==> src/rtl/sar_search_ctrl.sv <==
// Successive-approximation search controller driving the b side of an external magnitude comparator.
// Define SAR_FLAG_CHECK_EN to abort on comparator flag sets that are not one-hot.
module sar_search_ctrl #(
  parameter int DATA_WIDTH = 4
) (
  input  logic                  clk_in,
  input  logic                  rst_n_in,
  input  logic                  start_in,
  input  logic                  cmp_g_in,
  input  logic                  cmp_e_in,
  input  logic                  cmp_l_in,
  output logic [DATA_WIDTH-1:0] trial_out,
  output logic                  busy_out,
  output logic                  done_out,
  output logic [DATA_WIDTH-1:0] result_out,
  output logic                  found_out,
  output logic                  fault_out
);

  localparam int KW = (DATA_WIDTH > 1) ? $clog2(DATA_WIDTH) : 1;

`ifdef SAR_FLAG_CHECK_EN
  localparam bit FlagCheckEn = 1'b1;
`else
  localparam bit FlagCheckEn = 1'b0;
`endif

  typedef enum logic [1:0] {
    ST_IDLE   = 2'd0,
    ST_SEARCH = 2'd1,
    ST_CHECK  = 2'd2
  } state_e;

  typedef enum logic [1:0] {
    FLAG_E    = 2'd0,
    FLAG_G    = 2'd1,
    FLAG_L    = 2'd2,
    FLAG_NONE = 2'd3
  } flag_e;

  state_e                state_q;
  logic [KW-1:0]         k_q;
  logic [DATA_WIDTH-1:0] trial_q;
  logic [DATA_WIDTH-1:0] result_q;
  logic                  busy_q;
  logic                  done_q;
  logic                  found_q;
  logic                  fault_q;

  flag_e                 flag_d;
  logic                  abort_d;
  logic [DATA_WIDTH-1:0] bit_mask_d;
  logic [DATA_WIDTH-1:0] trial_d;

  // NOTE: every output of a combinational block gets a default first, so no path can leave a latch.
  always_comb begin
    flag_d     = FLAG_NONE;
    abort_d    = 1'b0;
    bit_mask_d = DATA_WIDTH'(1) << k_q;
    trial_d    = trial_q;

    if (cmp_e_in)      flag_d = FLAG_E;
    else if (cmp_g_in) flag_d = FLAG_G;
    else if (cmp_l_in) flag_d = FLAG_L;

    // One-hot of three bits: odd parity and not all three set.
    abort_d = FlagCheckEn &&
              (!(cmp_g_in ^ cmp_e_in ^ cmp_l_in) || (cmp_g_in && cmp_e_in && cmp_l_in));

    // Greater keeps bit k, anything else (less or no flag) clears it; then try bit k-1.
    // At k == 0 the shifted mask is zero, so this also covers the last SEARCH step.
    trial_d = ((flag_d == FLAG_G) ? trial_q : (trial_q & ~bit_mask_d)) | (bit_mask_d >> 1);
  end

  // NOTE: sequential state uses non-blocking assignments so every register sees pre-edge values.
  always_ff @(posedge clk_in or negedge rst_n_in) begin
    if (!rst_n_in) begin
      state_q  <= ST_IDLE;
      k_q      <= '0;
      trial_q  <= '0;
      result_q <= '0;
      busy_q   <= 1'b0;
      done_q   <= 1'b0;
      found_q  <= 1'b0;
      fault_q  <= 1'b0;
    end else begin
      done_q <= 1'b0;
      case (state_q)
        ST_IDLE: begin
          if (start_in) begin
            trial_q <= DATA_WIDTH'(1) << (DATA_WIDTH - 1);
            k_q     <= KW'(DATA_WIDTH - 1);
            busy_q  <= 1'b1;
            state_q <= ST_SEARCH;
          end
        end

        ST_SEARCH: begin
          if (abort_d || flag_d == FLAG_E) begin
            result_q <= trial_q;
            found_q  <= !abort_d;
            fault_q  <= abort_d;
            done_q   <= 1'b1;
            busy_q   <= 1'b0;
            state_q  <= ST_IDLE;
          end else begin
            trial_q <= trial_d;
            if (k_q == '0) state_q <= ST_CHECK;
            else           k_q     <= k_q - KW'(1);
          end
        end

        ST_CHECK: begin
          result_q <= trial_q;
          found_q  <= cmp_e_in && !abort_d;
          fault_q  <= abort_d;
          done_q   <= 1'b1;
          busy_q   <= 1'b0;
          state_q  <= ST_IDLE;
        end

        default: begin
          busy_q  <= 1'b0;
          state_q <= ST_IDLE;
        end
      endcase
    end
  end

  assign trial_out  = trial_q;
  assign busy_out   = busy_q;
  assign done_out   = done_q;
  assign result_out = result_q;
  assign found_out  = found_q;
  assign fault_out  = fault_q;

endmodule

==> config.mk <==
export PLATFORM = sky130hd
export DESIGN_NAME = sar_search_ctrl
export DESIGN_NICKNAME = d
export VERILOG_FILES = /design/src/rtl/sar_search_ctrl.sv
export SDC_FILE = /design/constraint.sdc
export NUM_CORES = 1
export LEC_CHECK = 0
export CAP_MARGIN = 10
export CORE_ASPECT_RATIO = 1.1
export CORE_MARGIN = 2
export CORE_UTILIZATION = 52
export DETAILED_ROUTE_END_ITERATION = 10
export PLACE_DENSITY = 0.82
export SYNTH_ARGS = -nofsm -noshare
export SYNTH_HDL_FRONTEND = slang
export SYNTH_SLANG_ARGS = --single-unit
==> constraint.sdc <==
create_clock -name clk_in -period 4.1 [get_ports clk_in]
set_input_delay 0.41 -clock clk_in [delete_from_list [all_inputs] [get_ports clk_in]]
set_output_delay 0.41 -clock clk_in [all_outputs]
set_load 0.05 [all_outputs]
# After elaboration in Yosys (flattened, before gate mapping)
# Cells that the tools add are included.
classes:
  addsub: 1
  mul: 0
  n_div: 0
  magnitude_cmp: 0
  eq_ne: 8
  shift: 1
  mux: 25
  bitwise_logic: 3
  reduce_logical: 10
ops:
  columns: ["cell", "n"]
  rows:
  - ["2-bit two-way mux", 8]
  - ["4-bit two-way mux", 4]
  - ["4-bit case mux with 2 select lines", 2]
  - ["2-bit inequality test, second input constant", 4]
  - ["1-bit case mux with 2 select lines", 4]
  - ["2-bit case mux with 2 select lines", 2]
  - ["2-bit zero test", 3]
  - ["2-bit AND reduction", 3]
  - ["1-bit two-way mux", 5]
  - ["4-bit AND", 1]
  - ["2-bit by 1-bit == test with 1-bit output, second input constant", 2]
  - ["4-bit NOT", 1]
  - ["4-bit by 3-bit bitwise OR with 4-bit output", 1]
  - ["4-bit AND reduction", 1]
  - ["2-bit nonzero test", 2]
  - ["1-bit by 2-bit << shifter with 4-bit output, first input constant", 1]
  - ["3-bit inequality test, second input constant", 1]
  - ["3-bit AND reduction", 1]
  - ["2-bit == test, second input constant", 1]
  - ["2-bit by 1-bit subtractor with 2-bit output, second input constant", 1]
word_totals:
  reg_bits: 16
  latch_bits: 0
  ram_bits: 0
  mem_bits_ro: 0
  in_bits: 6
  out_inout_bits: 12
  word_cells: 56
  n_memories: 0

# Longest topological paths before layout
# Gate-level depths: netlist of run 1.
depth:
  word_depth: 8
  ltp_mapped: 6
  depth_no_buf: 5

# Worst setup path before layout of run 1
# OpenSTA, ideal clock, no wires.
synth_timing:
  kind: "register to register"
  start: "register state_q[1]"
  end: "register result_q[0] (netlist: result_out[0])"
  setup_ps: 125
  arrival_time_ps: 1330
  t_required_ps: 3975
  slack_ps: 2645
  stages_incl_launch_ff: 6
  cell_sequence: "dfrtp_1 > inv_1 > ha_1 > buf_6 > mux2i_4 > mux2_4"
synth_between:
  elab_chain_len: 3
synth_lines:
  columns: ["element", "line_no", "rtl"]
  rows:
  - ["from (decl)", "41", "state_e state_q;"]
  - ["from (signal assigned)", "78", "state_q <= ST_IDLE;"]
  - ["from (signal assigned)", "94", "state_q <= ST_SEARCH;"]
  - ["from (signal assigned)", "105", "state_q <= ST_IDLE;"]
  - ["2-bit by 1-bit == test with 1-bit output / 2-bit == test (equally long branches)", "88", "case (state_q)"]
  - ["2-bit inequality test (no source line) / 2-bit nonzero test (equally long branches)", null, null]
  - ["2-bit AND reduction (no source line)", null, null]
  - ["to (signal assigned)", "100", "result_q <= trial_q;"]
  - ["to (signal assigned)", "114", "result_q <= trial_q;"]
  - ["to (decl)", "44", "logic [DATA_WIDTH-1:0] result_q;"]
# Several ways; a longest one is shown, not always the timed one.
# A chain may end at the register's enable or synchronous reset.

# Final worst setup path of run 1
layout_timing:
  start: "register trial_q[1] (netlist: trial_out[1])"
  end: "output trial_out[1]"
layout_lines:
  columns: ["element", "line_no", "rtl"]
  rows:
  - ["from (decl)", "43", "logic [DATA_WIDTH-1:0] trial_q;"]
  - ["from (signal assigned)", "91", "trial_q <= DATA_WIDTH'(1) << (DATA_WIDTH - 1);"]
  - ["from (signal assigned)", "107", "trial_q <= trial_d;"]
  - ["to (decl)", "12", "output logic [DATA_WIDTH-1:0] trial_out,"]
# No word-level cell between the ends.

==> results of run 1 <==
-- logic make-up after synthesis --
logic type                 Yosys count  synth area share
DFF                                 15             0.464
and+or+nand+nor                     15             0.122
other                                1           0.00463
buffers and inverters                7            0.0464
AOI/OAI and AO/OA                   14             0.127
muxes                                7             0.128
adders and majority gates            7             0.108
-- through the flow --
| step | utilization | total power, uW |
|---|---|---|
| after floorplan | - | 643 |
| after global placement | 0.677 | 768 |
| after detailed placement | 0.677 | 779 |
| after CTS | 0.696 | 869 |
| after global routing | 0.696 | 919 |
| final | 0.696 | 863 |
-- cells in the final DEF (no fill, tap or decap), drive strengths merged, types with 2 or more instances in the layout --
cell and count:
dfrtp 15, clkdlybuf4s50 15, ha 7, inv 5, mux2 5, a21oi 4
nor2 4, clkbuf 4, nand4b 3, a32o 3, nor2b 2, o21ai 2
nand2b 2, mux2i 2
-- worst paths after layout --
path,to,slack (ns),startpoint
hold reg to reg,result_out[3]$_DFFE_PN0P_,0.51,result_out[3]$_DFFE_PN0P_
setup reg to reg,result_out[3]$_DFFE_PN0P_,2.37,state_q[1]$_DFFE_PN0P_
min in group asynchronous,result_out[0]$_DFFE_PN0P_,0.53,rst_n_in
hold / removal,result_out[3]$_DFFE_PN0P_,0.51,result_out[3]$_DFFE_PN0P_
setup / recovery,trial_out[1],2.22,trial_out[1]$_DFFE_PN0P_
max in group asynchronous,k_q[0]$_DFFE_PN0P_,3.14,rst_n_in
-- per-layer routing --
metal | up-vias | routed length (um) | part of all wire | track usage
met4 | 0 | 27 | 0.019 | 0.0839
met2 | 18 | 669 | 0.48 | 0.316
met3 | 5 | 54 | 0.039 | 0.0437
li1 | 271 | - | - | -
met1 | 260 | 645 | 0.46 | 0.214
met5 | - | 0 | 0 | 0
-- power by group through the flow --
stage	Combinational (uW)	Sequential, uW	Clock, uW
after floorplan	217	425	0
after global placement	515	254	0
after detailed placement	522	258	0
after CTS	531	254	84.4
after global routing	566	262	91.4
final	528	253	82.3
-- state kept, by name, indices dropped and copies added, names as in the netlist --
name        flops
busy_out        1
state_q         2
found_out       1
trial_out       4
result_out      4
k_q             2
done_out        1
-- cell type report --
| cell class | count | area, um^2 | share of cell area |
|---|---|---|---|
| sequential | 15 | 375 | 0.380 |
| clock buffer | 4 | 26.3 | 0.0266 |
| tap | 16 | 20.0 | 0.0203 |
| timing repair buffer | 15 | 150 | 0.152 |
| inverter | 5 | 18.8 | 0.0190 |
| multi-input combinational | 44 | 397 | 0.402 |
==> qor.yml, run 1 <==
run_status:
  status: "complete, no violations"
synth:
  synth.net_count: 79
  yosys_warnings: 0
  ys.flop_type: "dfrtp_1"
  synth_area_per_cell_um2: 12.3
  synth_edf_count: 0
  yosys-top-cells-count: "dfrtp_1 (15), ha_1 (7), inv_1 (5)"
  yosysMostFrequentCell: "dfrtp_1"
  async_flop_share: 1.00
  yosys.area.top_type: "dfrtp_1"
  ys_seq_elements: 15
  seq_area_frac_synth: 0.464
  synthTopCellsByArea: "dfrtp_1 (46%), ha_1 (11%), mux2_4 (7.4%)"
  ys_types: 27
  netlist.area_leader.share: 0.464
  syn_inst: 66
  mappedNetlistArea_um2: 810
drt:
  via_count: 554
  postRouteAntennaNets: 0
  drc: 0
  drt-pass1-iter-count: 4
  via_per_inst: 5.60
  post_drt_wl_per_cell_um: 14.1
  first_iter_violations: 14
  drt_wl_total_um: 1400
timing:
  finalSetupTns_ns: 0
  tightest_slew_ns: 0.666
  max_clock_freq_mhz: 531
  post-route-period-util: 0.459
  hold_violations: 0
  final-setup-viol-count: 0
  slew_viol_final: 0
  worst_slack_ns: 2.22
  final.min_clock_period_ns: 1.88
  clock_skew_ns: 0.00364
  holdWs_ns: 0.513
  slew_headroom: 0.555
  rsz0062_at_grt: "false"
cts:
  cts_buffers: 3
  cts-root-buf: "clkbuf_4"
  cts_hold_buf: 0
  h-tree-depth: 1
  clk_latency_ns: 0.28
  clkTransAtPathRegs_ns: 0.09
  cts_tree: "done"
  post_cts_resized: 0
  clock_sinks: 15
  cts_max_path_buffers: 2
  postCtsSetupBuffers: 0
pwr:
  powerDensity_mw_per_mm2: 874
  switchingPower_uw: 405
  combPwrFrac: 0.612
  leakagePower_uw: 0.000444
  p_int_uw: 458
  clock_power_share: 0.095
  p_sw_frac: 0.469
  max-vdd-ir-drop_mv: 0.486
  seqPwrFrac: 0.293
setup_path:
  end_kind: "output pin"
  slowest_stage: "clkdlybuf4s50_1"
  cp_cell_sequence: "clkdlybuf4s50_1"
  crit_path_start_kind: "flip-flop"
  cp_max_fo: 3
  critPathBufInv: 1
  worst-path-stages: 1
  cpPeakStageDelay_ns: 0.82
  crit_family: "buffers and inverters"
  rr_worst_depth: 4
  cp.required_ns: 3.69
  crit_arrival_ns: 1.47
  worstSetupPathType: "reg -> out"
floorplan:
  initial_utilization: 0.571
  die_h_um: 45.4
  die_area_mm2: 0.00189
  core_area_mm2: 0.00142
  die_w_um: 41.6
  fp-row-count: 14
  io_pins: 18
layout:
  drive_gt1_frac: 0.145
  n_fill_cell: 103
  finalNonFillerCells: 99
  stdcell_area_um2: 987
  syn_to_final_growth_pct: 21.9
  antennaDiodeCount: 0
  fin_nets: 97
run:
  max-cap-violations: 0
grt:
  grt.total_usage: 0.181
  grt_antenna_before_repair: 0
  grt_max_degree: 16
  grt_pass1_vias: 571
  globalRoute.totalOverflow: 0
  grt_pass1_wl_um: 2550
placement:
  dpl.hpwl_um: 1010
  gp_congestion: 0.809
  dp_cells: 95
  pre_cts_ws_ns: 2.35
  placed_area_um2: 961
  io_buffer_count: 15
hold_path:
  hold_class: "reg -> reg"
  worstHoldPathCells: 1
(Power assumes the default switching activity.)
==> run 2, diff against run 1 <==
--- a/config.mk
+++ b/config.mk
@@ -8,9 +8,9 @@
 export CAP_MARGIN = 10
 export CORE_ASPECT_RATIO = 1.1
 export CORE_MARGIN = 2
-export CORE_UTILIZATION = 52
+export CORE_UTILIZATION = 43
 export DETAILED_ROUTE_END_ITERATION = 10
-export PLACE_DENSITY = 0.82
+export PLACE_DENSITY = 0.73
 export SYNTH_ARGS = -nofsm -noshare
 export SYNTH_HDL_FRONTEND = slang
 export SYNTH_SLANG_ARGS = --single-unit
==> constraint.sdc (replaced) <==
create_clock -name clk_in -period 1.65 [get_ports clk_in]
set_input_delay 0.165 -clock clk_in [delete_from_list [all_inputs] [get_ports clk_in]]
set_output_delay 0.165 -clock clk_in [all_outputs]
set_load 0.05 [all_outputs]
==> qor.yml, run 2 (synthesized netlist as in run 1, its figures left out) <==
run_status:
  status: "complete, no violations"
grt:
  grt_pass1_wl_um: 2260  # -12%
  grt_pass1_vias: 518  # -9.3%
  grt.total_usage: 0.141  # -0.0398
  globalRoute.totalOverflow: 0  # unchanged
  grt_max_degree: 16  # unchanged
  grt_antenna_before_repair: 0  # unchanged
timing:
  clock_skew_ns: 0.00316  # -0.000478 ns
  slew_headroom: 0.667  # +0.113
  final.min_clock_period_ns: 1.60
  rsz0062_at_grt: "false"
  holdWs_ns: 0.184  # -0.330 ns
  final-setup-viol-count: 0  # unchanged
  post-route-period-util: 0.970
  hold_violations: 0  # unchanged
  max_clock_freq_mhz: 624
  tightest_slew_ns: 0.498  # -0.168 ns
  slew_viol_final: 0  # unchanged
pwr:
  powerDensity_mw_per_mm2: 2140  # +150%
  leakagePower_uw: 0.000471  # +6.1%
  max-vdd-ir-drop_mv: 0.976  # +100%
  p_total_uw: 2140  # +150%
layout:
  drive_gt1_frac: 0.279  # +0.134
  n_fill_cell: 160  # +55%
  fin_nets: 100  # +3.1%
  syn_to_final_growth_pct: 23.2
  finalNonFillerCells: 104  # +5.1%
  final_util: 0.560  # -0.136
  multiInputGateArea_um2: 399  # +0.63%
  final-seq-area_um2: 375  # unchanged
  antennaDiodeCount: 0  # unchanged
  mostFrequentLayoutCells: "dfrtp_1 (15), buf_4 (11), ha_1 (6), clkdlybuf4s50_1 (6), inv_1 (5)"
  final_common_cell: "dfrtp_1"
drt:
  via_count: 567  # +2.3%
  first_iter_violations: 1  # -13
  drt-pass1-iter-count: 3  # -1
  via_per_inst: 5.45  # -2.6%
  postRouteAntennaNets: 0  # unchanged
  drc: 0  # unchanged
  post_drt_wl_per_cell_um: 13.3  # -5.8%
  drt_wl_total_um: 1380  # -1.0%
cts:
  cts_hold_buf: 0  # unchanged
  cts_buffers: 3  # unchanged
  cts_max_path_buffers: 2  # unchanged
  h-tree-depth: 1  # unchanged
  clock_sinks: 15  # unchanged
  post_cts_resized: 1  # +1
  clk_latency_ns: 0.28  # about the same
  cts-root-buf: "clkbuf_4"
  clkTransAtPathRegs_ns: 0.09  # about the same
  postCtsSetupBuffers: 0  # unchanged
  cts_tree: "done"
placement:
  io_buffer_count: 15  # unchanged
  dp_cells: 100  # +5.3%
  gp_congestion: 0.733  # -9.4%
  dpl.hpwl_um: 1030  # +2.8%
setup_path:
  crit_family: "buffers and inverters"
  end_kind: "output pin"
  slowest_stage: "clkdlybuf4s50_1"
  cp_cell_sequence: "clkdlybuf4s50_1"
  cp_max_fo: 2  # -1
  cp.required_ns: 1.48  # -2.21 ns
  cpPeakStageDelay_ns: 0.80  # -0.02 ns
  worstSetupPathType: "reg -> out"
  crit_path_start_kind: "flip-flop"
  crit_arrival_ns: 1.44  # -0.03 ns
  critPathBufInv: 1  # unchanged
floorplan:
  die_h_um: 49.5  # +9.1%
  io_pins: 18  # unchanged
  initial_utilization: 0.454  # -0.116
  die_area_mm2: 0.00225  # +19%
  fp-row-count: 16  # +2
  core_area_mm2: 0.00178  # +26%
  die_w_um: 45.4  # +9.0%
run:
  max-cap-violations: 0  # unchanged
hold_path:
  hold_class: "in -> async"
==> run 2: layout make-up <==
cell class / instances / share of cell area
Timing Repair Buffer: 18 / 0.156
Multi-Input combinational cell: 44 / 0.400
Inverter: 5 / 0.0188
Sequential cell: 15 / 0.376
Clock buffer: 4 / 0.0263
Tap cell: 18 / 0.0226
==> run 2: worst paths after layout <==
kind | slack [ns] | to | start | cells after the start
min in group clk_in | 0.51 | result_out[3]$_DFFE_PN0P_ | result_out[3]$_DFFE_PN0P_ | 1
max in group asynchronous | 1.29 | k_q[1]$_DFFE_PN0P_ | rst_n_in | 2
setup / recovery | 0.05 | result_out[0] | result_out[0]$_DFFE_PN0P_ | 1
setup reg to reg | 0.10 | result_out[0]$_DFFE_PN0P_ | state_q[1]$_DFFE_PN0P_ | 4
hold / removal | 0.18 | busy_out$_DFFE_PN0P_ | rst_n_in | 2
hold reg to reg | 0.51 | result_out[3]$_DFFE_PN0P_ | result_out[3]$_DFFE_PN0P_ | 1
==> run 2: through the flow <==
step / setup slack [ns] / setup TNS, ns / cell area, um^2
2_1_floorplan: 0.195 / 0 / 810
4_1_cts: 0.0363 / 0 / 995
6_report: 0.0487 / 0 / 997
3_3_place_gp: 0.0512 / 0 / 966
5_1_grt: 0.00633 / 0 / 997
3_5_place_dp: -0.0120 / -0.0387 / 966
==> run 2: layer usage <==
layer / GRT usage / wire (um) / up-vias
li1: - / - / 273
met2: 0.200 / 641 / 13
met3: 0.0220 / 33 / 4
met5: 0 / 0 / -
met4: 0.118 / 46 / 0
met1: 0.182 / 661 / 277
==> run 2: power breakdown <==
part / internal [uW] / switching [uW] / leakage, uW / total, uW
registers: 528 / 98.9 / 0.000181 / 627
clock network: 93.9 / 118 / 0.0000150 / 211
logic: 504 / 794 / 0.000275 / 1300
